### src/rtl/bcd_to_bin.sv
// Sequential reverse double-dabble: a packed BCD word becomes an unsigned binary value.
// Each shift cycle corrects every BCD nibble in parallel.

module bcd_nib_fix (
    input  logic [3:0] nib_in,
    output logic [3:0] nib_out
);
    // A nibble of 8 or more always has room to subtract 3 without underflowing.
    assign nib_out = (nib_in >= 4'd8) ? nib_in - 4'd3 : nib_in;
endmodule

module bcd_to_bin #(
    parameter int DIGITS = 4,
    parameter int BIN_W  = 14
) (
    input  logic                  clk,
    input  logic                  rst,
    input  logic                  start,
    input  logic [4*DIGITS-1:0]   bcd,
    output logic [BIN_W-1:0]      bin,
    output logic                  busy,
    output logic                  done,
    output logic                  err
);
    localparam int BCD_W  = 4 * DIGITS;
    localparam int WORK_W = BCD_W + BIN_W;
    localparam int CNT_W  = $clog2(BIN_W + 1);

    typedef enum logic [1:0] {IDLE, SHIFT, DONE} state_t;

    state_t              state, state_nxt;
    logic [WORK_W-1:0]   work, work_nxt, work_sh, work_fix;
    logic [CNT_W-1:0]    cnt, cnt_nxt;
    logic                err_flag, err_flag_nxt;
    logic [DIGITS-1:0]   nib_bad;
    logic                bad_digit;

    assign work_sh                = work >> 1;
    assign work_fix[BIN_W-1:0]    = work_sh[BIN_W-1:0];

    for (genvar gi = 0; gi < DIGITS; gi++) begin : g_dig
        bcd_nib_fix u_fix (
            .nib_in  (work_sh [BIN_W + 4*gi +: 4]),
            .nib_out (work_fix[BIN_W + 4*gi +: 4])
        );
        assign nib_bad[gi] = (bcd[4*gi +: 4] > 4'd9);
    end

    assign bad_digit = |nib_bad;

    always_comb begin
        state_nxt    = state;
        work_nxt     = work;
        cnt_nxt      = cnt;
        err_flag_nxt = err_flag;
        case (state)
            IDLE: begin
                if (start) begin
                    work_nxt     = {bcd, {BIN_W{1'b0}}};
                    cnt_nxt      = '0;
                    err_flag_nxt = bad_digit;
                    state_nxt    = bad_digit ? DONE : SHIFT;
                end
            end
            SHIFT: begin
                work_nxt = work_fix;
                cnt_nxt  = cnt + CNT_W'(1);
                if (cnt == CNT_W'(BIN_W - 1))
                    state_nxt = DONE;
            end
            DONE:    state_nxt = IDLE;
            default: state_nxt = IDLE;
        endcase
    end

    always_ff @(posedge clk or negedge rst) begin
        if (!rst) begin
            state    <= IDLE;
            work     <= '0;
            cnt      <= '0;
            err_flag <= 1'b0;
        end else begin
            state    <= state_nxt;
            work     <= work_nxt;
            cnt      <= cnt_nxt;
            err_flag <= err_flag_nxt;
        end
    end

    // done is registered off DONE, so it appears one cycle after the DONE state.
    always_ff @(posedge clk or negedge rst) begin
        if (!rst) begin
            bin  <= '0;
            busy <= 1'b0;
            done <= 1'b0;
            err  <= 1'b0;
        end else begin
            busy <= (state_nxt == SHIFT);
            done <= (state == DONE);
            if (state == IDLE && start)
                err <= 1'b0;
            if (state == DONE) begin
                err <= err_flag;
                bin <= err_flag ? '0 : work[BIN_W-1:0];
            end
        end
    end
endmodule

### config.mk
export PLATFORM = sky130hd
export DESIGN_NAME = bcd_to_bin
export DESIGN_NICKNAME = d
export VERILOG_FILES = /design/src/rtl/bcd_to_bin.sv
export SDC_FILE = /design/constraint.sdc
export NUM_CORES = 1
export LEC_CHECK = 0
export BUFFER_PORTS_ARGS = -buffer_cell sky130_fd_sc_hd__buf_2
export CAP_MARGIN = 25
export CORE_MARGIN = 4
export CORE_UTILIZATION = 40
export CTS_CLUSTER_SIZE = 14
export DETAILED_ROUTE_END_ITERATION = 8
export RECOVER_POWER = 50
export SLEW_MARGIN = 25
export SYNTH_ARGS = -nofsm -noshare
export SYNTH_HDL_FRONTEND = slang
export SYNTH_HIERARCHICAL = 1
export SYNTH_SLANG_ARGS = --single-unit
### constraint.sdc
create_clock -name clk -period 1.4 [get_ports clk]
set_input_delay 0.28 -clock clk [delete_from_list [all_inputs] [get_ports clk]]
set_output_delay 0.28 -clock clk [all_outputs]
set_load 0.05 [all_outputs]
After elaboration in Yosys (flattened, before gate mapping)
Index checks and enable logic that the tools add are counted.

Order comparisons: 8. Equality and inequality tests: 5. Reduce and logical (&&, ||, !) cells: 7. Add/sub/neg operators: 5. Mux-type cells: 15.

Operators by type and width (count): one-hot mux 30 bit (2 select lines) (1); two-way mux 30 bit (1); two-way mux 4 bit (5); > comparator 4 bit, second input constant (4); two-way mux 14 bit (1); >= comparator 4 bit, second input constant (3); subtractor 4 x 2 -> 4 bit, second input constant (3); one-hot mux 4 bit (2 select lines) (1); two-way mux 2 bit (3); adder 4 x 1 -> 4 bit, second input constant (1); equality test 2 x 1 -> 1 bit, second input constant (2); equality test 4 bit, second input constant (1); >= comparator 3 x 4 -> 1 bit, second input constant (1); one-hot mux 2 bit (2 select lines) (1); AND reduction 2 bit (2); nonzero test 2 bit (2); OR reduction 4 bit (1); subtractor 3 x 2 -> 4 bit, second input constant (1); equality test 2 bit, second input constant (1); logical NOT 2 bit (1); two-way mux 1 bit (2); != test 2 bit, second input constant (1); logical AND 1 bit (1).

Input bits: 19. Flip-flop bits (word level): 54. Logic and storage cells: 48.

Logic depth before layout (Yosys ltp)
Gate-level depths: netlist (run 1).

Depth after elaboration: 6. Gate-level depth with buffers: 6. Mapped depth without buffers: 6.

By module
Netlist (run 1), hierarchy kept.

Modules (own cells, without submodules): bcd_to_bin (area an instance 2299.7 sq um, times used 1, cells each 239); bcd_nib_fix (area an instance 76.3 sq um, times used 4, cells each 11).

Worst setup path before layout (run 1)
No wires, ideal clock.

Path type: register to register. Start: register state[1]. End: register work[26]. Clock period less this slack: 1.333 ns. Arrival time: 1.203 ns. Data required time: 1.270 ns. Slack: 0.067 ns. Cell stages (with the launch flop): 6. Library setup time: 0.130 ns. Cell sequence: dfrtp_1 -> or3b_1 -> buf_2 -> buf_6 -> nand2_1 -> a31oi_1.

Word-level cells in the longest chain between the ends: 3. Elaborated cells on any way between the ends: 6. Those cells by class: eq/ne: 2; mux: 1; reduce/logical: 3.

RTL lines: start: declaration (line 31) `state_t state, state_nxt;`; start signal: assignment (line 83) `state <= state_nxt;`; equality test 2 x 1 -> 1 bit or logical NOT 2 bit (tied branches) (line 56) `case (state)`; nonzero test 2 bit (no line) or != test 2 bit (tied branches); AND reduction 2 bit (no line); end signal: assignment (line 84) `work <= work_nxt;`; end: declaration (line 32) `logic [WORK_W-1:0] work, work_nxt, work_sh, work_fix;`.

Several ways; a longest one is shown, not always the timed one. A chain may end at the register's enable or synchronous reset.

Final worst setup path (run 1)
Start: register state[1]. End: register err_flag.

Word-level cells in the longest chain between the ends: 2.

RTL lines: logical NOT 2 bit (line 56); AND reduction 2 bit (no line); end signal: assignment (line 86) `err_flag <= err_flag_nxt;`; end: declaration (line 34) `logic err_flag, err_flag_nxt;`.

No other way between the ends.

==> metrics.csv, run 1 <==
metric;value;unit
fraction of layout cells with a size suffix above 1;0.180;
FF/Latch Area;1350;µm²
Lkg Pwr;0.00155;µW
Synth top area share;0.519;
FF+latch count, synth;54;
min Tclk post-route;1.29;ns
GRT Total Usage;0.140;
Synth area leaders;dfrtp_1, nand2_1, ha_1, nand2b_1, a22oi_1;
Startpoint Class;register;
switching power total;1710;µW
Final Skew;0.0131;ns
Clk Latency, worst-skew pair;0.31;ns
first-pass GRT wire length;8630;µm
FMAX;773;MHz
Hold Slack;0.209;ns
Core ar.;6350;µm²
r2r startpoint;state[1]$_DFF_PN0_;
Final Hold Vio Count;0;
CTS tree;done;
fillcell total;605;
HP Class;primary input to register;
drt via density;4.91;
Combinational Power Share;0.306;
Starting Density;0.410;
Antenna Cells;0;
Slew Limit Fails;0;
Initial DRC Count;102;
Routed WL;5000;µm
Die Wd;88.7;µm
die area;7870;µm²
Syn Area/Cell;9.20;µm²
CTS Buf Count;5;
Crit. End Element;register;
clock share of power;0.226;
clk root buf;clkbuf_8;
most numerous cell in the Yosys netlist;nand2_1;
Multi-input gate area;1150;µm²
min-delay src;bcd[1];
routability cong.;0.743;
Req. time, crit path;1.59;ns
synthesized instance count;283;
Max Root-Sink Buffers;2;
gr ovfl total;0;
dominant synthesized flop cell;dfrtp_1;
RSZ-0062 raised after global routing;no;
Yosys warning count;6;
WHS Endpoint;work[15]$_DFFE_PN0P_;
count of cell types in the netlist;29;
DRT Pass-1 Iters;4;
number of nets in the layout;356;
CTS sink cnt;54;
Wirelength per Cell;12.3;µm
Crit Path Category;register to register;
Sw Share;0.360;
post-synth top area cell;dfrtp_1;
peak supply drop;0.000854;V
Finished Cell Area;3050;µm²
IO Pins;36;
Seq/Total Area, Yosys;0.519;
H-tree Lvls;2;
Reg2Reg Setup Slack;0.11;ns
total of max-cap violations;0;
largest net degree at the start of global routing;29;
HPWL after DPL;3550;µm
Sum Neg Setup Slack;0;ns
vias in the first global route;1815;
DRC Markers;0;
P&R area growth vs syn;17.0;%
placed cell areas;2960;µm²
worst hold stages;3;
asr flop ratio synth;1.00;
final cell utilization of the core;0.480;
via count;1989;
Rows;29;
Antenna Nets Post-Route;0;
outcome;complete, no violations;
WP data arrival;1.48;ns
Power Density;1560;nW/µm²
most common library cells after synthesis;nand2_1, dfrtp_1, nand2b_1;
worst reg-to-reg path cell count;3;
initial antenna violation count;0;
clk slew on worst S/H paths;0.11;ns
endpoints failing setup;0;
number of port buffers;35;
sequential share of power;0.468;
Final Cycle Share;0.924;
Int Power;3040;µW
Die Y;88.7;µm
worst-path maximum fanout;5;
worst flop-to-flop path endpoint;err_flag$_DFFE_PN0P_;
synthesized area;2600;µm²
EDFF count, synth;0;
## cell families (layout without fill, tap and decap cells)
family,count (synthesis),count (layout),share of synthesized area
AOI/OAI and AO/OA,51,51,0.116
xor gates and xnor gates,8,8,0.0269
adders and majority gates,10,10,0.0480
buffers and inverters,25,66,0.0471
DFF,54,54,0.519
muxes,2,2,0.00817
other,1,5,0.00144
and+or+nand+nor,132,132,0.233
## power groups by stage
stage          clock (µW)  combinational, µW  sequential (µW)
2_1_floorplan           0               1020             2280
3_3_place_gp            0               1470             2250
3_5_place_dp            0               1500             2250
4_1_cts              1110               1510             2230
5_1_grt              1170               1680             2290
6_report             1080               1460             2230
## worst max path at each step
stage | start | to | slack, ns
6_report | state[1]$_DFF_PN0_ | err_flag$_DFFE_PN0P_ | 0.11
3_5_place_dp | bcd[2] | err_flag$_DFFE_PN0P_ | 0.05
3_3_place_gp | bcd[14] | err_flag$_DFFE_PN0P_ | 0.05
2_1_floorplan | state[1]$_DFF_PN0_ | work[26]$_DFFE_PN0P_ | 0.07
5_1_grt | state[1]$_DFF_PN0_ | work[18]$_DFFE_PN0P_ | 0.003
4_1_cts | state[1]$_DFF_PN0_ | work[26]$_DFFE_PN0P_ | 0.06
## cell usage in the layout (no fill, tap or decap), types with 5 or more instances in the layout
cell type | netlist | layout
nand2b_1 | 20 | 20
conb_1 | 1 | 5
ha_1 | 10 | 10
nand3_1 | 17 | 17
inv_1 | 9 | 9
buf_4 | 0 | 7
nand2_1 | 81 | 81
clkbuf_8 | 0 | 5
o21ai_1 | 11 | 8
buf_2 | 11 | 35
dfrtp_1 | 54 | 53
o21ai_0 | 16 | 19
a22oi_1 | 12 | 12
## critical path, stage by stage, from the launching register on
cell     delay, ns
dfrtp_1       0.41
buf_4         0.16
nor3b_4       0.23
mux2_2        0.37
## cell type report
| class | instances | share of cell area |
|---|---|---|
| clock buffer | 5 | 0.0226 |
| clock inverter | 3 | 0.0156 |
| inverter | 10 | 0.0123 |
| multi-input combinational | 208 | 0.377 |
| sequential | 54 | 0.444 |
| tap | 77 | 0.0316 |
| timing repair buffer | 48 | 0.0969 |
## registers in the layout, indices dropped and copies added (netlist names)
register and flops:
work 30, state 2, err_flag 1, busy 1, err 1, done 1
cnt 4, bin 14
## layer usage
| layer | GRT usage | vias up | share of wire |
|---|---|---|---|
| met1 | 0.191 | 919 | 0.50 |
| met4 | 0.0343 | 0 | 0.0088 |
| met2 | 0.225 | 50 | 0.44 |
| met5 | 0 | - | 0 |
| li1 | - | 1016 | - |
| met3 | 0.0298 | 4 | 0.053 |
## through the flow
| stage | total power (µW) | instances | setup slack (ns) |
|---|---|---|---|
| 2_1_floorplan | 3300 | 287 | 0.0673 |
| 3_3_place_gp | 3720 | 396 | 0.0500 |
| 3_5_place_dp | 3750 | 396 | 0.0520 |
| 4_1_cts | 4850 | 405 | 0.0609 |
| 5_1_grt | 5130 | 405 | 0.00332 |
| 6_report | 4760 | 405 | 0.106 |
## repair_timing
| item | 4_1_cts | 5_1_grt |
|---|---|---|
| endpoints found under the setup margin | 0 | 3 |
| hold buffers | 1 | 0 |
| gates resized for setup | 0 | 1 |
| setup buffers | 0 | 0 |
| hold endpoints to repair | 14 | 0 |
Note: power is estimated with default switching activity, not from simulation.
==> run 2, diff against run 1 <==
- ABC_AREA: unset -> 1
==> run 2 against run 1 <==
Critical path depth unchanged. Critical path type unchanged. Via count increased by 2.0%. Highest routed layer unchanged. Setup slack improved by 0.056 ns.
==> metrics.csv, run 2 <==
metric;value;unit
synthesized instance count;311;
final cell utilization of the core;0.487;
setup ws final;0.163;ns
Synth top area share;0.527;
vias in the first global route;1867;
clk slew on worst S/H paths;0.09;ns
number of nets in the layout;384;
H-tree Lvls;2;
Slew headroom;0.508;
EDFF count, synth;0;
worst-path maximum fanout;14;
Final Hold Vio Count;0;
r2r startpoint;state[0]$_DFF_PN0_;
mux cell area share after synthesis;0.00391;
Initial DRC Count;95;
count of cell types in the netlist;21;
Antenna Cells;0;
outcome;complete, no violations;
Antenna Nets Post-Route;0;
commonest non-fill, non-tap cells in the layout;nand2_1, dfrtp_1, inv_1, buf_2, nand3_1;
worst reg-to-reg path cell count;3;
# Post-CTS Setup Buffers;0;
adder and majority gate portion of the synthesized area;0.0488;
Power Density;1590;nW/µm²
RSZ-0062 raised after global routing;no;
Synth Area in XOR/XNOR;0.0137;
Final Cycle Share;0.884;
DRT Pass-1 Iters;4;
Req. time, crit path;1.62;ns
max reg flops;30;
HP Class;primary input to register;
number of port buffers;35;
CTS Buf Count;5;
Largest regs;work: 30 flops, bin: 14 flops, cnt: 4 flops;
dominant synthesized flop cell;dfrtp_1;
WP data arrival;1.45;ns
Die Wd;88.0;µm
FMAX;808;MHz
Reg with most FFs;work;
Die Y;88.0;µm
post-synth top area cell;dfrtp_1;
pre-CTS setup slack;0.147;ns
Syn Area/Cell;8.24;µm²
GRT Total Usage;0.140;
CTS sink cnt;54;
peak supply drop;0.000613;V
FF+latch count, synth;54;
Routed WL;4980;µm
most common library cells after synthesis;nand2_1, dfrtp_1, inv_1;
Crit Path Category;register to register;
clk root buf;clkbuf_8;
Synth Area in Compound Gates;0.0913;
Max Root-Sink Buffers;2;
IO Pins;36;
post-cts sizing count;0;
most numerous cell in the Yosys netlist;nand2_1;
Clk Latency, worst-skew pair;0.30;ns
worst flop-to-flop path endpoint;bin[0]$_DFFE_PN0P_;
HPWL after DPL;3520;µm
P&R area growth vs syn;15.2;%
largest family of logic cells by synthesized area;simple AND/OR/NAND/NOR gates;
actual slew at the worst max-slew pin;0.738;ns
initial antenna violation count;0;
Rows;28;
CP startpoint;state[0]$_DFF_PN0_;
Sum Neg Setup Slack;0;ns
drt via density;4.71;
most common cell after layout, fill and taps aside;nand2_1;
Startpoint Class;register;
die area;7750;µm²
Simple-Gate Fraction of Synth Area;0.224;
Starting Density;0.423;
first-pass GRT wire length;8590;µm
fraction of layout cells with a size suffix above 1;0.157;
routability cong.;0.748;
Synth area leaders;dfrtp_1, nand2_1, inv_1, ha_1, nand3_1;
synthesized area;2560;µm²
largest net degree at the start of global routing;55;
endpoints failing setup;0;
total of max-cap violations;0;
via count;2029;
Reg2Reg Setup Slack;0.16;ns
DRC Markers;0;
Final Skew;0.00388;ns
Core ar.;6060;µm²
Crit. End Element;register;
Lkg Pwr;0.00158;µW
gr ovfl total;0;
Yosys warning count;6;
Seq/Total Area, Yosys;0.527;
min Tclk post-route;1.24;ns
Slew Limit Fails;0;
Wirelength per Cell;11.6;µm
CTS tree;done;
crit path capture;bin[0]$_DFFE_PN0P_;
asr flop ratio synth;1.00;
run 2: changes by cell type after synthesis, moves of 3 or more:
cell      change
a21boi_1      +4
a21oi_1       -3
a22oi_1      -12
a31oi_1       -4
inv_1        +35
inv_2         +3
nand2_1      +24
nand2b_1     -20
nand3_1       +3
nor2_1        +8
nor2b_1       -5
o21ai_0       -7
o22ai_1      +15
xnor2_1       -4
run 2: area by class of cell:
cell class	count	area, µm²
flip-flops and latches	54	1350
clock buffers	6	82.6
clock inverters	2	12.5
multi-input cells	204	1000
inverters	48	180
fillers	598	3110
repair buffers	42	230
well taps	75	93.8
run 2: power breakdown:
part           internal [µW]  total (µW)  switching [µW]
Combinational            556        1540             986
Sequential              1890        2240             353
Clock                    398         899             501
run 2: through the flow:
stage / hold WS (ns) / power [µW] / area [µm²] / cells
floorplan: -0.0156 / 3410 / 2580 / 316
global placement: 0.299 / 3780 / 2860 / 422
detailed placement: 0.300 / 3840 / 2860 / 422
CTS: 0.193 / 4750 / 2960 / 431
global route: 0.205 / 5100 / 2950 / 431
finish: 0.200 / 4680 / 2950 / 431
run 2: cells by family (layout without fill, tap and decap cells):
group                    after synthesis  in the layout
AO/OA/AOI/OAI                         41             41
XOR/XNOR                               4              4
adder cells (fa/ha/maj)               10             10
buffers and inverters                 58             98
flip-flops                            54             54
multiplexers                           1              1
other                                  1              6
AND/OR/NAND/NOR                      142            142
run 2: repair_timing:
action,in CTS,in global routing
hold endpoints to repair,54,0
hold buffers,1,0
endpoints found under the setup margin,0,0
run 2: worst max-delay path: stages (launching register included):
cell and delay (ns):
dfrtp_1 0.41, nor2_2 0.16, nand2_1 0.30, o21ai_0 0.28
run 2: metal layers:
metal	part of all wire	vias up	track usage
met2	0.45	36	0.236
met1	0.49	944	0.184
met4	0.012	0	0.0371
met5	0	-	0
met3	0.047	5	0.0301
li1	-	1044	-
run 2: worst min-delay path by stage:
stage | slack, ns | start | to | cells past startpoint
2_1_floorplan | -0.02 | rst | bin[0]$_DFFE_PN0P_ | 0
3_3_place_gp | 0.30 | rst | bin[8]$_DFFE_PN0P_ | 2
3_5_place_dp | 0.30 | rst | bin[8]$_DFFE_PN0P_ | 2
4_1_cts | 0.19 | bcd[6] | work[20]$_DFFE_PN0P_ | 3
5_1_grt | 0.21 | bcd[10] | work[24]$_DFFE_PN0P_ | 3
6_report | 0.20 | bcd[6] | work[20]$_DFFE_PN0P_ | 3
